$ cat src/rtl/seg_mode_scanner.sv
// Debounced mode-select pushbutton with optional timed auto-advance, and a
// registered 4-digit multiplexed seven-segment driver for the display datapath.
module seg_mode_scanner #(
  parameter int DEBOUNCE_CYCLES = 1_000_000,
  parameter int SCAN_CYCLES     = 100_000,
  parameter int AUTO_CYCLES     = 200_000_000
) (
  input  logic       clk,
  input  logic       reset_n,
  input  logic       btn_next,
  input  logic       auto_en,
  input  logic [3:0] A,
  input  logic [3:0] B,
  input  logic [3:0] C,
  input  logic [3:0] D,
  output logic [1:0] mode_sel,
  output logic       mode_changed,
  output logic [3:0] an,
  output logic [6:0] seg,
  output logic       dp
);

  // state  | meaning
  // ST_ID  | digits shown as-is
  // ST_HEX | hex view
  // ST_X2  | doubled operands
  // ST_SUM | operand sum
  typedef enum logic [1:0] {
    ST_ID  = 2'b00,
    ST_HEX = 2'b01,
    ST_X2  = 2'b10,
    ST_SUM = 2'b11
  } mode_t;

  localparam int DB_W   = (DEBOUNCE_CYCLES > 1) ? $clog2(DEBOUNCE_CYCLES) : 1;
  localparam int SCAN_W = (SCAN_CYCLES > 1) ? $clog2(SCAN_CYCLES) : 1;
  localparam int AUTO_W = (AUTO_CYCLES > 1) ? $clog2(AUTO_CYCLES) : 1;

  logic              btn_s1, btn_s2;
  logic [DB_W-1:0]   db_cnt;
  logic              btn_acc, btn_acc_q;
  logic              next_pulse;
  logic [AUTO_W-1:0] auto_cnt;
  logic              auto_req;
  logic              advance;
  mode_t             state, state_nxt;
  logic [SCAN_W-1:0] scan_cnt;
  logic [1:0]        dig_idx;
  logic [3:0]        dig_val;
  logic [3:0]        an_nxt;
  logic [6:0]        seg_nxt;
  logic              dp_nxt;

  always_ff @(posedge clk) begin
    if (!reset_n) begin
      btn_s1    <= 1'b0;
      btn_s2    <= 1'b0;
      db_cnt    <= '0;
      btn_acc   <= 1'b0;
      btn_acc_q <= 1'b0;
    end else begin
      btn_s1    <= btn_next;
      btn_s2    <= btn_s1;
      btn_acc_q <= btn_acc;
      if (btn_s2 == btn_acc) begin
        db_cnt <= '0;
      end else if (db_cnt == DB_W'(DEBOUNCE_CYCLES - 1)) begin
        db_cnt  <= '0;
        btn_acc <= ~btn_acc;
      end else begin
        db_cnt <= db_cnt + DB_W'(1);
      end
    end
  end

  // Press edge only; the release edge is deliberately ignored.
  assign next_pulse = btn_acc & ~btn_acc_q;
  assign auto_req   = auto_en && (auto_cnt == AUTO_W'(AUTO_CYCLES - 1));
  assign advance    = next_pulse | auto_req;

  always_ff @(posedge clk) begin
    if (!reset_n) begin
      auto_cnt <= '0;
    end else if (!auto_en || next_pulse || auto_req) begin
      auto_cnt <= '0;
    end else begin
      auto_cnt <= auto_cnt + AUTO_W'(1);
    end
  end

  always_ff @(posedge clk) begin
    if (!reset_n) begin
      state        <= ST_ID;
      mode_changed <= 1'b0;
    end else begin
      state        <= state_nxt;
      mode_changed <= advance;
    end
  end

  always_comb begin
    state_nxt = state;
    if (advance) begin
      case (state)
        ST_ID:   state_nxt = ST_HEX;
        ST_HEX:  state_nxt = ST_X2;
        ST_X2:   state_nxt = ST_SUM;
        default: state_nxt = ST_ID;
      endcase
    end
  end

  assign mode_sel = state;

  always_ff @(posedge clk) begin
    if (!reset_n) begin
      scan_cnt <= '0;
      dig_idx  <= 2'd0;
    end else if (scan_cnt == SCAN_W'(SCAN_CYCLES - 1)) begin
      scan_cnt <= '0;
      dig_idx  <= dig_idx + 2'd1;
    end else begin
      scan_cnt <= scan_cnt + SCAN_W'(1);
    end
  end

  always_comb begin
    dig_val = D;
    case (dig_idx)
      2'd0:    dig_val = D;
      2'd1:    dig_val = C;
      2'd2:    dig_val = B;
      default: dig_val = A;
    endcase
  end

  always_comb begin
    seg_nxt = 7'b1111111;
    case (dig_val)
      4'h0: seg_nxt = 7'b1000000;
      4'h1: seg_nxt = 7'b1111001;
      4'h2: seg_nxt = 7'b0100100;
      4'h3: seg_nxt = 7'b0110000;
      4'h4: seg_nxt = 7'b0011001;
      4'h5: seg_nxt = 7'b0010010;
      4'h6: seg_nxt = 7'b0000010;
      4'h7: seg_nxt = 7'b1111000;
      4'h8: seg_nxt = 7'b0000000;
      4'h9: seg_nxt = 7'b0010000;
      4'hA: seg_nxt = 7'b0001000;
      4'hB: seg_nxt = 7'b0000011;
      4'hC: seg_nxt = 7'b1000110;
      4'hD: seg_nxt = 7'b0100001;
      4'hE: seg_nxt = 7'b0000110;
      default: seg_nxt = 7'b0001110;
    endcase
  end

  // dp marks the operand/result boundary in the two arithmetic modes.
  assign an_nxt = ~(4'b0001 << dig_idx);
  assign dp_nxt = ~((dig_idx == 2'd2) & mode_sel[1]);

  // an, seg and dp load together so a digit never shows a neighbour's value.
  always_ff @(posedge clk) begin
    if (!reset_n) begin
      an  <= 4'b1111;
      seg <= 7'b1111111;
      dp  <= 1'b1;
    end else begin
      an  <= an_nxt;
      seg <= seg_nxt;
      dp  <= dp_nxt;
    end
  end

endmodule

$ cat config.mk
export PLATFORM = sky130hd
export DESIGN_NAME = seg_mode_scanner
export DESIGN_NICKNAME = d
export VERILOG_FILES = /design/src/rtl/seg_mode_scanner.sv
export SDC_FILE = /design/constraint.sdc
export NUM_CORES = 1
export LEC_CHECK = 0
export CORE_MARGIN = 3
export CORE_UTILIZATION = 52
export DETAILED_ROUTE_END_ITERATION = 7
export PLACE_DENSITY = 0.76
export SYNTH_ARGS = -nofsm -noshare
export SYNTH_HDL_FRONTEND = slang
export SYNTH_SLANG_ARGS = --single-unit
$ cat constraint.sdc
create_clock -name clk -period 2.2 [get_ports clk]
set_input_delay 0.44 -clock clk [delete_from_list [all_inputs] [get_ports clk]]
set_output_delay 0.44 -clock clk [all_outputs]
set_load 0.02 [all_outputs]
# [Word level (Yosys, flattened, before mapping)]
# Memories as Yosys holds them, arrays and structs flattened. A register that Yosys moved wholly into a read port is not among the register bits.
# Index checks and enable logic that the tools add are counted.
[op_classes] shifts=1 n_reduce_logical=11 mux=2 n_eq_ne=8 n_bitwise=9 add_sub_neg=4
[op_table] cell="28-bit by 1-bit adder with 28-bit output, second input constant" n=1
[op_table] cell="28-bit equality test, second input constant" n=1
[op_table] cell="20-bit by 1-bit adder with 20-bit output, second input constant" n=1
[op_table] cell="20-bit equality test, second input constant" n=1
[op_table] cell="17-bit by 1-bit adder with 17-bit output, second input constant" n=1
[op_table] cell="17-bit equality test, second input constant" n=1
[op_table] cell="4-bit one-hot mux with 3 select lines" n=1
[op_table] cell="2-bit one-hot mux with 3 select lines" n=1
[op_table] cell="1-bit NOT" n=5
[op_table] cell="2-bit by 1-bit equality test with 1-bit output, second input constant" n=2
[op_table] cell="2-bit equality test, second input constant" n=2
[op_table] cell="2-bit logical NOT" n=2
[op_table] cell="4-bit NOT" n=1
[op_table] cell="2-bit OR reduction" n=2
[op_table] cell="1-bit by 2-bit left shift with 4-bit output, first input constant" n=1
[op_table] cell="3-bit OR reduction" n=1
[op_table] cell="2-bit by 1-bit adder with 2-bit output, second input constant" n=1
[op_table] cell="1-bit AND" n=2
[op_table] cell="1-bit logical NOT" n=2
[op_table] cell="1-bit logical OR" n=2
[op_table] cell="2-bit AND reduction" n=1
[op_table] cell="1-bit equality test" n=1
[op_table] cell="1-bit logical AND" n=1
[op_table] cell="1-bit bitwise OR" n=1
[totals] reg_bits=79 wordCells=48 output_inout_bits=15 mem_count=1 in_bits=20 rom_bits=112
[mem_list] memory="(name not given)" words=16 word_bits=7 read_ports=1 rd_ports_with_merged_regs=1 wr=0 line="139" source="case (dig_val)"

# [Depth between registers and ports, before layout]
[logic_depth] word_depth=5 depth_mapped=10 ltp_nobuf=10

# [Worst setup path after synthesis]
# Ideal clock, no wire load.
[synth_timing] path_type="register -> register" start="register dig_idx[0]" end="register seg[3]" setup_ns=0.146 t_arrival_ns=2.010 period_less_slack_ns=2.156 slack_ns=0.044 required_time_ns=2.054 stages_incl_launch_ff=11 n_path_buf=0 cell_sequence="dfxtp_1 -> inv_1 -> ha_1 -> a222oi_1 -> mux2_2 -> inv_1 -> ha_1 -> inv_1 -> a211oi_1 -> a2111oi_0 -> a41oi_1"
[synth_via] elab_chain_cells=2 word_cells_on_any_way=4 classes_between="eq/ne: 2; mux: 1; reduce/logical: 1"
[synth_rtl] item="start, declared" line="48" source="logic [1:0] dig_idx;"
[synth_rtl] item="start signal, assigned" line="121" source="dig_idx <= dig_idx + 2'd1;"
[synth_rtl] item="2-bit equality test (tied with other cells)" line="129" source="case (dig_idx)"
[synth_rtl] item="4-bit one-hot mux with 3 select lines *" line="129"
[synth_rtl] item="end, declared" line="19" source="output logic [6:0] seg,"
# Every way passes the cells marked *; elsewhere a longest branch is shown, timed or not.
# A chain may end at the register's enable or synchronous reset.

# [Worst setup path after layout]
[layout_timing] start="register dig_idx[1]" end="register seg[0]"
# The elaborated chain is that of the path after synthesis.

==> results.md <==
* First-pass GRT wire length at 14.5 mm
* Vias at 3418
* Outcome: completed
* Seq/Total Area, Yosys at 0.426
* Power Density at 626 mW/mm2
* Max_slew headroom at 0.590
* Final net count at 547
* CP startpoint kind: flip-flop
* Crit path max fanout at 5
* Static leakage power at 0.00167 uW
* CP cell instances: inv_1 > ha_1 > a222oi_1 > mux2_4 > inv_1 > buf_4 > ha_1 > nor4_2 > a311oi_1
* Max_cap viols at 0
* CTS Root Cell: clkbuf_8
* Setup WS post-layout at 68.4 ps
* Yosys reg bits at 86
* DP Worst Slack at -142 ps
* Initial Util at 0.546
* GRT Util Overall at 0.201
* Hold Crit Start: btn_s1
* Site Rows at 31
* Top_reg_cell synth: dfxtp_1
* Setup Skew at 11.7 ps
* Hold Crit Class: flip-flop to flip-flop
* Critical path buffers and inverters at 3
* Max IR drop VDD at 0.000381 V
* Final Hold Viols at 0
* Slowest-stage cell, CP: dfxtp_2
* Grt met3 use at 0.0529
* DR WL/cell at 13.8 um
* Worst Setup SP: dig_idx[1]
* Fin crit period at 2130 ps
* Worst r2r src: dig_idx[1]
* Met1 GRT Util at 0.247
* CTS Sinks at 86
* Post-Syn Nets at 496
* Fmax at 0.469 GHz
* Met2 GRT Util at 0.345
* DRC violations left at 0
* CP Capture Type: flip-flop
* DP HPWL at 6.00 mm
* Final setup viols at 0
* Clock transition at the registers of the reported paths at 90 ps
* Post-synth EDFFs at 0
* Core area at 0.00741 mm2
* Ports at 35
* Final Hold Slack at 450 ps
* Crit Path Class: flip-flop to flip-flop
* Largest delay share family, worst path: adder cells
* CP arrival at 2360 ps
* Port bufs at 34
* Grt peak-use layer: met2
* Post-route ant nets at 0
* Ys Warns at 0
* CTS buffer count at 9
* Remaining global-route overflow at 0
* Max incr delay on CP at 380 ps
* CTS Buffer Depth at 2
* Syn avg cell area at 8.79 um2
* Vias in the first global route at 3278
* Setup bufs post-CTS at 0
* Period utilization at 0.969
* Max Slew Vio Count at 0
* Syn-to-layout area delta at 19.8%
* Htree depth at 3
* Synthesized area at 0.00404 mm2
* Ys async rst share at 0
* Diode count at 0
* Chip Height at 94.2 um
* Initial antenna violation count at 0
* Routed wire length at 8.47 mm
* Average vias per placed instance at 5.56
* Post-Syn Instances at 460
* Worst Tran Pin Value at 615 ps
* Die Width at 94.2 um
* 1st-iter DRT viols at 143
* Placer congestion estimate at 0.847
* First-pass detailed-route iteration total at 5
* Worst-Skew Late Latency at 360 ps
* Pin count of the biggest net entering global routing at 21
* CTS tree: done
* Worst Path Required at 2430 ps
* DIE AREA at 0.00887 mm2
* Layout cells sized above 1 at 0.0988
* Synth cell types at 47
==> repair_timing <==
| action | CTS | global route |
|---|---|---|
| setup endpoints to repair | 2 | 20 |
| hold buffers | 0 | 0 |
| gates resized for setup | 1 | 8 |
| pin swaps | 1 | 0 |
| hold endpoints to repair | 0 | 0 |
==> placed cells by master (no fill, tap or decap), types with 18 or more instances in the layout <==
master / count
clkdlybuf4s50_1: 34
nor2_1: 47
inv_1: 24
nand3_1: 30
xnor2_1: 21
buf_4: 21
dfxtp_1: 84
nand2_1: 32
a21oi_1: 24
xor2_1: 18
==> worst register-to-register path: cells and delay by family, from the launching register on <==
family          cells  cell delay, ps
fa+ha+maj           2             490
flops               1             380
compound gates      2             370
simple gates        1             300
buf+inv             3             260
mux                 1             210
==> through the flow <==
stage | util | std cells | total power (uW) | cell area [um2] | TNS (ps)
after floorplan | - | 460 | 1710 | 4040 | 0
after global placement | 0.619 | 599 | 1810 | 4590 | -213
after detailed placement | 0.619 | 599 | 1810 | 4590 | -354
after CTS | 0.651 | 615 | 3070 | 4820 | 0
after global routing | 0.654 | 615 | 3160 | 4840 | -34.5
final | 0.654 | 615 | 3030 | 4840 | 0
==> registers in the layout, indices dropped and copies added (netlist names) <==
register	cells
an	4
auto_cnt	28
btn_acc	1
btn_acc_q	1
btn_s1	1
btn_s2	1
db_cnt	20
dig_idx	2
dp	1
mode_changed	1
mode_sel	2
scan_cnt	17
seg	7
==> Yosys cell counts (6+ instances only) <==
master,number,share of area
nor4_1,11,0.017
inv_1,24,0.022
o21ai_0,9,0.011
and4_1,7,0.015
clkbuf_1,10,0.0093
xor2_1,18,0.039
nor3_1,10,0.012
o21ai_1,8,0.0099
xnor2_1,21,0.046
nand4_1,15,0.023
nor2_1,47,0.044
o31ai_1,8,0.015
nand3_1,30,0.037
or3_1,15,0.023
nand2_1,32,0.030
ha_1,16,0.050
or4_1,11,0.020
dfxtp_1,86,0.43
mux2i_1,6,0.015
a21oi_1,24,0.030
==> cell type report <==
type	count	area, um2
Clock buffer	9	124
Multi-Input combinational cell	334	2170
Clock inverter	7	105
Tap cell	99	124
Inverter	25	93.8
Timing Repair Buffer	55	498
Fill cell	613	2560
Sequential cell	86	1720
==> logic make-up (layout without fill, tap and decap cells) <==
kind of cell | count (synthesis) | after routing | synth area share
xor+xnor | 39 | 39 | 0.0845
simple gates | 198 | 198 | 0.263
flops | 86 | 86 | 0.426
mux | 8 | 8 | 0.0204
buf+inv | 40 | 96 | 0.0418
fa+ha+maj | 16 | 16 | 0.0495
compound gates | 73 | 73 | 0.115
==> routing by layer <==
layer | wire [um] | up-vias
li1 | - | 1746
met1 | 3940 | 1610
met2 | 4160 | 56
met3 | 284 | 6
met4 | 80 | 0
met5 | 0 | -
==> power breakdown <==
group          internal (uW)  leakage [uW]  switching (uW)
registers               1580      0.000698            10.7
clock network            655      0.000112             599
logic                   97.3      0.000856            95.1
total                   2330       0.00167             705
==> path summary, 6_finish.rpt <==
kind / to / slack [ps] / cells after the start
worst max-delay path: seg[0] / 70 / 9
worst min-delay path: btn_s2 / 450 / 1
worst max register to register: seg[0] / 70 / 9
worst min register to register: btn_s2 / 450 / 1
Note: power is estimated with default switching activity, not from simulation.
